--- config.mk ---
export PLATFORM = sky130hd
export DESIGN_NAME = apb_fsm_controller
export DESIGN_NICKNAME = d
export VERILOG_FILES = /design/src/rtl/apb_fsm_controller.sv
export SDC_FILE = /design/constraint.sdc
export NUM_CORES = 1
export LEC_CHECK = 0
export BUFFER_PORTS_ARGS = -buffer_cell sky130_fd_sc_hd__buf_2
export CORE_MARGIN = 1.5
export CORE_UTILIZATION = 40
export CTS_CLUSTER_SIZE = 10
export DETAILED_ROUTE_END_ITERATION = 8
export GPL_ROUTABILITY_DRIVEN = 0
export PLACE_DENSITY = 0.76
export SLEW_MARGIN = 0
export SYNTH_ARGS = -nofsm -noshare
export SYNTH_HDL_FRONTEND = slang
export SYNTH_SLANG_ARGS = --single-unit
--- constraint.sdc ---
create_clock -name hclk -period 1.8 [get_ports hclk]
set_clock_uncertainty 0.15 [all_clocks]
set_input_delay 0.27 -clock hclk [delete_from_list [all_inputs] [get_ports hclk]]
set_output_delay 0.27 -clock hclk [all_outputs]
set_load 0.005 [all_outputs]
--- src/rtl/apb_fsm_controller.sv ---
// APB-side sequencer of the AHB-to-APB bridge.
// Runs SETUP/ENABLE toward up to three peripherals and stalls the AHB master.
module apb_fsm_controller #(
  parameter int ADDR_W = 32,
  parameter int DATA_W = 32
) (
  input  logic              hclk,
  input  logic              hreset,
  input  logic              valid,
  input  logic              hwrite,
  input  logic              hwritereg,
  input  logic [ADDR_W-1:0] haddr,
  input  logic [ADDR_W-1:0] haddr1,
  input  logic [ADDR_W-1:0] haddr2,
  input  logic [DATA_W-1:0] hwdata,
  input  logic [DATA_W-1:0] hwdata1,
  input  logic [2:0]        temp_selx,
  output logic [2:0]        pselx,
  output logic              penable,
  output logic              pwrite,
  output logic [ADDR_W-1:0] paddr,
  output logic [DATA_W-1:0] pwdata,
  output logic              hreadyout
);

  typedef enum logic [2:0] {
    ST_IDLE,
    ST_WWAIT,
    ST_READ,
    ST_WRITE,
    ST_WRITEP,
    ST_RENABLE,
    ST_WENABLE,
    ST_WENABLEP
  } state_t;

  state_t state, state_n;

  logic [2:0] sel1, sel2;

  logic [2:0]        pselx_n;
  logic              penable_n;
  logic              pwrite_n;
  logic [ADDR_W-1:0] paddr_n;
  logic [DATA_W-1:0] pwdata_n;
  logic              hreadyout_n;

  function automatic logic [2:0] decode(input logic [2:0] code);
    logic [2:0] oh;
    oh = 3'b000;
    unique case (1'b1)
      (code == 3'd1): oh = 3'b001;
      (code == 3'd2): oh = 3'b010;
      (code == 3'd3): oh = 3'b100;
      default:        oh = 3'b000;
    endcase
    return oh;
  endfunction

  always_comb begin
    state_n = state;
    case (state)
      ST_IDLE, ST_WENABLE, ST_RENABLE: begin
        if (valid && hwrite)  state_n = ST_WWAIT;
        else if (valid)       state_n = ST_READ;
        else                  state_n = ST_IDLE;
      end
      ST_WWAIT:    state_n = valid ? ST_WRITEP : ST_WRITE;
      ST_READ:     state_n = ST_RENABLE;
      ST_WRITE:    state_n = valid ? ST_WENABLEP : ST_WENABLE;
      ST_WRITEP:   state_n = ST_WENABLEP;
      ST_WENABLEP: begin
        if (!hwritereg)  state_n = ST_READ;
        else if (valid)  state_n = ST_WRITEP;
        else             state_n = ST_WRITE;
      end
      default:     state_n = ST_IDLE;
    endcase
  end

  // Outputs are computed for the state being entered, then registered.
  always_comb begin
    pselx_n     = pselx;
    penable_n   = penable;
    pwrite_n    = pwrite;
    paddr_n     = paddr;
    pwdata_n    = pwdata;
    hreadyout_n = hreadyout;
    case (state_n)
      ST_IDLE, ST_WWAIT: begin
        pselx_n     = 3'b000;
        penable_n   = 1'b0;
        hreadyout_n = 1'b1;
      end
      ST_READ: begin
        paddr_n     = haddr;
        pwrite_n    = 1'b0;
        pselx_n     = decode(temp_selx);
        penable_n   = 1'b0;
        hreadyout_n = 1'b0;
      end
      ST_WRITE, ST_WRITEP: begin
        if (state == ST_WENABLEP) begin
          paddr_n  = haddr2;
          pwdata_n = hwdata1;
          pselx_n  = decode(sel2);
        end else begin
          paddr_n  = haddr1;
          pwdata_n = hwdata;
          pselx_n  = decode(sel1);
        end
        pwrite_n    = 1'b1;
        penable_n   = 1'b0;
        hreadyout_n = (state_n == ST_WRITE);
      end
      default: begin
        penable_n   = 1'b1;
        hreadyout_n = 1'b1;
      end
    endcase
  end

  always_ff @(posedge hclk) begin
    if (hreset) begin
      state     <= ST_IDLE;
      sel1      <= 3'b000;
      sel2      <= 3'b000;
      pselx     <= 3'b000;
      penable   <= 1'b0;
      pwrite    <= 1'b0;
      paddr     <= '0;
      pwdata    <= '0;
      hreadyout <= 1'b1;
    end else begin
      state     <= state_n;
      sel1      <= temp_selx;
      sel2      <= sel1;
      pselx     <= pselx_n;
      penable   <= penable_n;
      pwrite    <= pwrite_n;
      paddr     <= paddr_n;
      pwdata    <= pwdata_n;
      hreadyout <= hreadyout_n;
    end
  end

endmodule

# Yosys cells after proc, flatten, opt, wreduce, memory -nomap -nowiden
# Cells that the tools add are included.
# totals
regBits,79
in_bits,168
out_inout_bits,70
elab_cells,55
# classes
eq_ne,20
n_mux,17
reduce_logical,9
# op_table
op,count
$mux W32,2
$pmux W32 S2,1
$pmux W3 S3,4
$eq A3 B2 Y1 const B,10
$pmux W3 S6,1
$eq A3 B1 Y1 const B,5
$eq A3 B3 Y1 const B,5
$mux W3,4
$logic_not A3 Y1,2
$reduce_or A5 Y1,1
$pmux W1 S2,2
$reduce_or A2 Y1,2
$reduce_bool A3 Y1,1
$reduce_or A3 Y1,1
$mux W1,2
$mux W2,1
$reduce_bool A2 Y1,1
$logic_and A1 B1 Y1,1

# Longest topological paths before layout
# Gate-level depths: netlist (run 1).
# depth
ltp_word,6
depth_mapped,7
mapped_depth_nobuf,4

# Worst setup path after synthesis (run 1)
# No wires, ideal clock.
# synth_path
path_type,register to register
start,register state[2]
end,register paddr[27]
setup_time_ns,0.132
arrival_time_ns,1.304
path_slack_ns,0.214
stages_incl_launch_ff,8
path_buffers,3
cell_sequence,dfxtp_1 > buf_6 > a21bo_4 > and3_4 > buf_6 > buf_6 > o2111ai_1 > a21oi_1
# synth_via
elab_chain_cells,6
word_cells_on_any_way,17
cone_classes,10 x eq/ne; 3 x mux; 4 x reduce/logical
# synth_lines
element,line_no,text
from (decl),37,"state_t state, state_n;"
from (signal assigned),135,state <= state_n;
$eq A3 B3 Y1 or $logic_not A3 Y1 (tied branches),62,case (state)
$reduce_or A3 Y1,62,
$pmux W3 S6,62,
$eq A3 B2 Y1 or $eq A3 B3 Y1 (tied branches),89,case (state_n)
$reduce_or A2 Y1,89,
$pmux W32 S2 or $reduce_bool A2 Y1 (tied branches),--,
to (signal assigned),141,paddr <= paddr_n;
to (decl),21,"output logic [ADDR_W-1:0] paddr,"
# Several ways; a longest one is shown, not always the timed one.
# A chain may end at the register's enable or synchronous reset.

# Final worst setup path (run 1)
# layout_path
start,register state[1]
end,register paddr[22]
# Same word-level chain as after synthesis.

==> results of run 1 <==
[cells by family (layout without fill, tap and decap cells)]
kind of cell             Yosys count  in the layout  synth area share
AO/OA/AOI/OAI                     99             99             0.198
adder cells (fa/ha/maj)            1              1           0.00247
buffers and inverters             42            277            0.0743
flip-flops                        79             79             0.390
multiplexers                      62             62             0.153
other                              0              1                 0
AND/OR/NAND/NOR                  139            139             0.182
[final timing paths]
| check | start | to | slack, ns | cells after the start |
|---|---|---|---|---|
| worst min register to register | paddr[14]$_SDFFE_PP0P_ | paddr[14]$_SDFFE_PP0P_ | 0.31 | 1 |
| worst max register to register | state[1]$_SDFF_PP0_ | paddr[22]$_SDFFE_PP0P_ | 0.09 | 7 |
| worst max-delay path | state[1]$_SDFF_PP0_ | paddr[22]$_SDFFE_PP0P_ | 0.09 | 7 |
| worst min-delay path | temp_selx[2] | sel1[2]$_SDFF_PP0_ | 0.04 | 2 |
[state kept, by name (all words and copies together) (netlist names)]
register	flops
pwdata	32
hreadyout	1
sel2	3
state	3
pwrite	1
sel1	3
paddr	32
pselx	3
penable	1
[worst register-to-register path, delay by kind of cell, from the launching register on]
family / cells / cell delay (ns)
simple gates: 2 / 0.29
flops: 1 / 0.34
buf+inv: 3 / 0.50
compound gates: 2 / 0.32
[metal layers]
layer / up-vias / share of wire / wire, um / GRT usage
li1: 2008 / - / - / -
met1: 1865 / 0.38 / 4400 / 0.224
met2: 222 / 0.50 / 5790 / 0.379
met3: 35 / 0.084 / 964 / 0.0485
met4: 0 / 0.032 / 374 / 0.120
met5: - / 0 / 0 / 0
[where the power goes]
group | leakage (nW) | internal [W] | switching, W
Clock | 0.0977 | 0.000646 | 0.000642
Sequential | 0.650 | 0.00218 | 0.000229
Combinational | 2.23 | 0.00114 | 0.00117
[repair_timing]
item                                    in CTS  in global routing
endpoints found under the setup margin       0                 43
buffers inserted                             0                  0
resized for setup                            0                  6
[final cells by class]
type / count / area (um2) / share of cell area
Antenna cell: 1 / 2.50 / 0.000449
Multi-Input combinational cell: 301 / 2190 / 0.392
Clock buffer: 11 / 131 / 0.0236
Tap cell: 133 / 166 / 0.0299
Clock inverter: 5 / 57.6 / 0.0103
Sequential cell: 79 / 1590 / 0.285
Timing Repair Buffer: 257 / 1430 / 0.256
Inverter: 4 / 15.0 / 0.00269
[stage by stage]
stage	total power [W]	hold slack [ns]	instances
finish	0.00601	0.0388	791
detailed placement	0.00475	0.299	774
global route	0.00643	0.0359	791
floorplan	0.00385	0.248	422
CTS	0.00607	0.0140	790
global placement	0.00467	0.294	774
[Yosys cell counts, types with 4 or more instances]
| master | number | area share |
|---|---|---|
| dfxtp_1 | 79 | 0.39 |
| mux2i_1 | 62 | 0.15 |
| nor2_1 | 38 | 0.035 |
| nand2_1 | 36 | 0.033 |
| a211oi_1 | 32 | 0.059 |
| nand2b_1 | 32 | 0.049 |
| a32o_1 | 30 | 0.074 |
| buf_6 | 14 | 0.039 |
| buf_2 | 10 | 0.012 |
| o21ai_0 | 8 | 0.0099 |
| clkbuf_1 | 7 | 0.0065 |
| nor2b_1 | 7 | 0.011 |
| a21oi_1 | 5 | 0.0062 |
| buf_4 | 5 | 0.0093 |
| inv_1 | 4 | 0.0037 |
| nor3_1 | 4 | 0.0049 |
| nor4bb_1 | 4 | 0.0099 |
==> out/metrics.csv, run 1 <==
stage,metric,value,unit
synth,yosys warns,0,
route,drt drc,0,
min_path,HP Class,in -> reg,
floorplan,die height,104,um
floorplan,Starting Density,0.413,
synth,Yosys reg bits,79,
clocking,TritonCTS clock tree,built,
floorplan,die area,0.0108,mm2
synth,"Seq/Total Area, Yosys",0.390,
finish,fin nets,820,
sta,min Tclk post-route,1.71,ns
setup_path,Critical Path Slowest Stage Cell,dfxtp_2,
route,"antenna viol nets, final",0,
power_and_ir_drop,leakage,2.97,nW
sta,setup TNS,0,ns
placement,Detail Placement HPWL,8790,um
route,via total after detailed routing,4130,
route,Detailed Route Iter0 Violations,164,
finish,"commonest non-fill, non-tap cell in the layout",buf_2,
floorplan,num ports,238,
sta,PnR worst setup slack,0.0931,ns
global_routing,initial antenna violation count,1,
sta,fmax,586,MHz
sta,Slew Limit Fails,0,
route,via/cell ratio,5.22,
finish,final instance area,0.00557,mm2
setup_path,Critical Path Most Common Cell,buf_4,
clocking,clk_lat worst skew,0.34,ns
clocking,"Reg clk slew, reported paths",0.08,ns
global_routing,total grt overflow,0,
synth,Syn Inst Count,422,
route,DRT Wirelength,11500,um
clocking,cts hold-fix bufs,0,
clocking,number of buffers created by CTS,9,
setup_path,critical path arrival,1.79,ns
setup_path,CP bufs+invs,3,
placement,"Cell Area, Placed",0.00537,mm2
route,1st-pass router iterations,5,
clocking,clk sinks,79,
global_routing,global-route wire length before repair,18300,um
clocking,Max Root-Sink Buffers,2,
sta,setup violators final,0,
synth,syn avg cell area,9.62,um2
setup_path,Crit Path Max Fanout,30,
setup_path,crit path cell chain,buf_4 -> buf_4 -> nor2b_2 -> nor2_2 -> a21oi_2 -> buf_12 -> a32o_1,
route,WL/cell,14.6,um
finish,share of cells above drive strength 1,0.440,
setup_path,Worst EP required,1.88,ns
clocking,Root Buffer,clkbuf_8,
outcome,outcome,finished clean,
finish,Layout Utilization,0.567,
floorplan,Die X,104,um
synth,synthesized net count,590,
finish,"commonest non-fill, non-tap cells in the layout","buf_2 (237), dfxtp_1 (76), mux2i_1 (62), nor2_1 (38), nand2_1 (36)",
setup_path,CP Class,reg -> reg,
floorplan,Core ar.,0.00982,mm2
global_routing,vias in the first global route,4083,
placement,setup slack at placement,0.0284,ns
placement,I/O Buffers,237,
power_and_ir_drop,worst vdd ir,0.000501,V
setup_path,kind of end point of the critical path,flop,
synth,synth unique cells,48,
synth,synthesized area,0.00406,mm2
sta,RSZ-0062 raised after global routing,false,
power_and_ir_drop,P per Cell Area,1080,mW/mm2
flow_run,Max Cap Viol,0,
sta,Slew @ Worst Pin,0.401,ns
sta,max_slew headroom,0.733,
setup_path,Max stage delay on crit path,0.34,ns
setup_path,"CP delay by family, top",buffers and inverters,
finish,fill count,936,
setup_path,Worst setup SP type,flop,
synth,Synth async-reset ratio,0,
global_routing,largest net degree at the start of global routing,36,
floorplan,num rows,36,
sta,Tcrit/Tclk final,0.948,
synth,number of flops mapped to enable cells by yosys,0,
synth,Synth Flop Type,dfxtp_1,
sta,final hold violations,0,
clocking,H-tree Lvls,3,
global_routing,global-route usage over all layers,0.210,
finish,synthesis-to-finish area growth,37.3,%
Power figures use the tool's default switching activity.
==> inputs of run 2 (changes only) <==
--- a/config.mk
+++ b/config.mk
@@ -11,8 +11,7 @@
 export CTS_CLUSTER_SIZE = 10
 export DETAILED_ROUTE_END_ITERATION = 8
 export GPL_ROUTABILITY_DRIVEN = 0
-export PLACE_DENSITY = 0.76
-export SLEW_MARGIN = 0
+export PLACE_DENSITY = 0.74
 export SYNTH_ARGS = -nofsm -noshare
 export SYNTH_HDL_FRONTEND = slang
 export SYNTH_SLANG_ARGS = --single-unit
==> run 2 against run 1 <==
Wire length fell by 3.9%. Core utilization hardly changed. Global-route usage fell by 0.86 points. Fmax up 0.53%. First-iteration DRC count is 16% lower. Die area is the same. Via count shrank 2.5%. Clock-buffer cell count stayed put. Critical endpoint is now pwdata[28]$_SDFFE_PP0N_. Power barely moved.
==> out/metrics.csv, run 2 (synthesis results as in run 1) <==
stage,metric,value,unit,change
outcome,outcome,finished clean,,
route,1st-pass router iterations,5,,unchanged
clocking,TritonCTS clock tree,built,,
setup_path,Max stage delay on crit path,0.43,ns,+0.09 ns
min_path,hold depth,2,,unchanged
global_routing,initial antenna violation count,0,,-1
placement,I/O Buffers,237,,unchanged
global_routing,total grt overflow,0,,unchanged
global_routing,global-route wire length before repair,17800,um,-3.0%
floorplan,num ports,238,,unchanged
setup_path,R2R setup slack,0.10,ns,about the same
floorplan,num rows,36,,unchanged
sta,Slew @ Worst Pin,0.377,ns,-0.0241 ns
sta,setup violators final,0,,unchanged
sta,max_slew headroom,0.749,,+0.0161
sta,fmax,589,MHz,+0.53%
power_and_ir_drop,P per Cell Area,1080,mW/mm2,about the same
clocking,cts hold-fix bufs,0,,unchanged
clocking,number of buffers created by CTS,9,,unchanged
finish,biggest regs,"paddr: 32 flops, pwdata: 32 flops",,
clocking,clk_lat worst skew,0.34,ns,about the same
route,drt drc,0,,unchanged
setup_path,Worst R2R End,pwdata[28]$_SDFFE_PP0N_,,
min_path,HP Class,in -> reg,,
route,WL/cell,14.1,um,-3.5%
setup_path,CP Class,reg -> reg,,
power_and_ir_drop,leakage,2.98,nW,+0.10%
min_path,worst hold start,temp_selx[1],,
setup_path,crit path cell chain,a21bo_4 -> and3_4 -> buf_16 -> nor2_1 -> a211oi_1,,
setup_path,Crit Path Max Fanout,56,,+87%
setup_path,critical path arrival,1.79,ns,about the same
floorplan,Die X,104,um,unchanged
setup_path,Worst setup SP type,flop,,
route,"antenna viol nets, final",0,,unchanged
sta,min Tclk post-route,1.70,ns,-0.00901 ns
placement,cell count after placement,772,,-0.26%
sta,Tcrit/Tclk final,0.943,,-0.00501
finish,fin nets,818,,-0.24%
power_and_ir_drop,switching share of power,0.334,,-0.00642
route,via/cell ratio,5.12,,-2.0%
floorplan,die height,104,um,unchanged
finish,antenna cell count,0,,-1
clocking,"Reg clk slew, reported paths",0.08,ns,about the same
power_and_ir_drop,Comb power frac,0.376,,-0.009
floorplan,Starting Density,0.413,,unchanged
power_and_ir_drop,clock share of power,0.221,,+0.007
setup_path,Worst R2R Path Depth,5,,-2
power_and_ir_drop,worst vdd ir,0.000465,V,-7.2%
flow_run,Max Cap Viol,0,,unchanged
floorplan,Core ar.,0.00982,mm2,unchanged
floorplan,die area,0.0108,mm2,unchanged
finish,share of cells above drive strength 1,0.439,,-0.00104
sta,Fin Hold WS,0.0261,ns,-0.0127 ns
finish,Post-Layout Cell Count,787,,-0.51%
finish,"commonest non-fill, non-tap cell in the layout",buf_2,,
sta,Slew Limit Fails,0,,unchanged
clocking,Root Buffer,clkbuf_8,,
setup_path,RR Startpoint,state[1]$_SDFF_PP0_,,
finish,synthesis-to-finish area growth,37.2,%,about the same
clocking,H-tree Lvls,3,,unchanged
setup_path,kind of end point of the critical path,flop,,
global_routing,global-route usage over all layers,0.201,,-0.00865
sta,final hold violations,0,,unchanged
power_and_ir_drop,internal power,0.00400,W,+0.99%
placement,Detail Placement HPWL,8350,um,-5.0%
setup_path,Critical Path Slowest Stage Cell,dfxtp_2,,
min_path,Hold Path End,sel1[1]$_SDFF_PP0_,,
finish,"commonest non-fill, non-tap cells in the layout","buf_2 (237), dfxtp_1 (76), mux2i_1 (62), nor2_1 (38), nand2_1 (36)",,
route,DRT Wirelength,11100,um,-3.9%
power_and_ir_drop,Flop pwr share,0.404,,+0.003
clocking,Max Root-Sink Buffers,2,,unchanged
power_and_ir_drop,net switching power,0.00200,W,-1.9%
global_routing,vias in the first global route,4042,,-1.0%
global_routing,largest net degree at the start of global routing,57,,+58%
clocking,clk sinks,79,,unchanged
route,via total after detailed routing,4026,,-2.5%
route,Detailed Route Iter0 Violations,138,,-16%
setup_path,Worst EP required,1.89,ns,about the same
sta,RSZ-0062 raised after global routing,true,,
## run 2: what timing repair did
action / CTS / global route
buffers inserted: 0 / 0
hold endpoints to repair: 0 / 0
gates resized for setup: 2 / 4
endpoints found under the setup margin: 15 / 45
## run 2: final cells by class
class	instances	area (um2)
Tap cell	133	166
Clock buffer	11	151
Multi-Input combinational cell	301	2190
Timing Repair Buffer	255	1420
Clock inverter	4	45.0
Fill cell	882	4250
Inverter	4	15.0
Sequential cell	79	1590
## run 2: through the flow
step / power [W] / worst slack [ns] / instance area [um2] / utilization / TNS, ns
after detailed placement: 0.00472 / -0.0316 / 5350 / 0.545 / -0.0593
after global routing: 0.00641 / -0.00187 / 5570 / 0.567 / -0.00187
final: 0.00601 / 0.102 / 5570 / 0.567 / 0
after global placement: 0.00464 / 0.0508 / 5350 / 0.545 / 0
after floorplan: 0.00385 / 0.214 / 4060 / - / 0
after CTS: 0.00606 / 0.0197 / 5550 / 0.565 / 0
## run 2: critical path, delay by kind of cell, from the launching register on
family	cells	cell delay (ns)
buffers and inverters	1	0.23
flip-flops	1	0.43
AO/OA/AOI/OAI	2	0.41
AND/OR/NAND/NOR	2	0.34
## run 2: worst max-delay path by stage
stage / start / to / slack, ns / depth (start not counted)
3_5_place_dp: state[2]$_SDFF_PP0_ / pwdata[28]$_SDFFE_PP0N_ / -0.03 / 5
3_3_place_gp: state[2]$_SDFF_PP0_ / paddr[29]$_SDFFE_PP0P_ / 0.05 / 5
2_1_floorplan: state[2]$_SDFF_PP0_ / paddr[27]$_SDFFE_PP0P_ / 0.21 / 7
4_1_cts: state[0]$_SDFF_PP0_ / paddr[8]$_SDFFE_PP0P_ / 0.02 / 5
5_1_grt: state[1]$_SDFF_PP0_ / pwdata[0]$_SDFFE_PP0N_ / -0.002 / 5
6_report: state[1]$_SDFF_PP0_ / pwdata[28]$_SDFFE_PP0N_ / 0.10 / 5
## run 2: power groups by stage
stage          sequential, W  clock (W)  combinational (W)
2_1_floorplan        0.00244          0            0.00141
6_report             0.00243    0.00133            0.00226
4_1_cts              0.00242    0.00137            0.00227
3_3_place_gp         0.00244          0            0.00220
3_5_place_dp         0.00246          0            0.00226
5_1_grt              0.00248    0.00144            0.00249
## run 2: metal layers
| layer | vias to the layer above | GRT usage | wire (um) |
|---|---|---|---|
| met3 | 19 | 0.0485 | 861 |
| met1 | 1833 | 0.210 | 4460 |
| met5 | - | 0 | 0 |
| li1 | 1992 | - | - |
| met2 | 182 | 0.373 | 5480 |
| met4 | 0 | 0.103 | 277 |
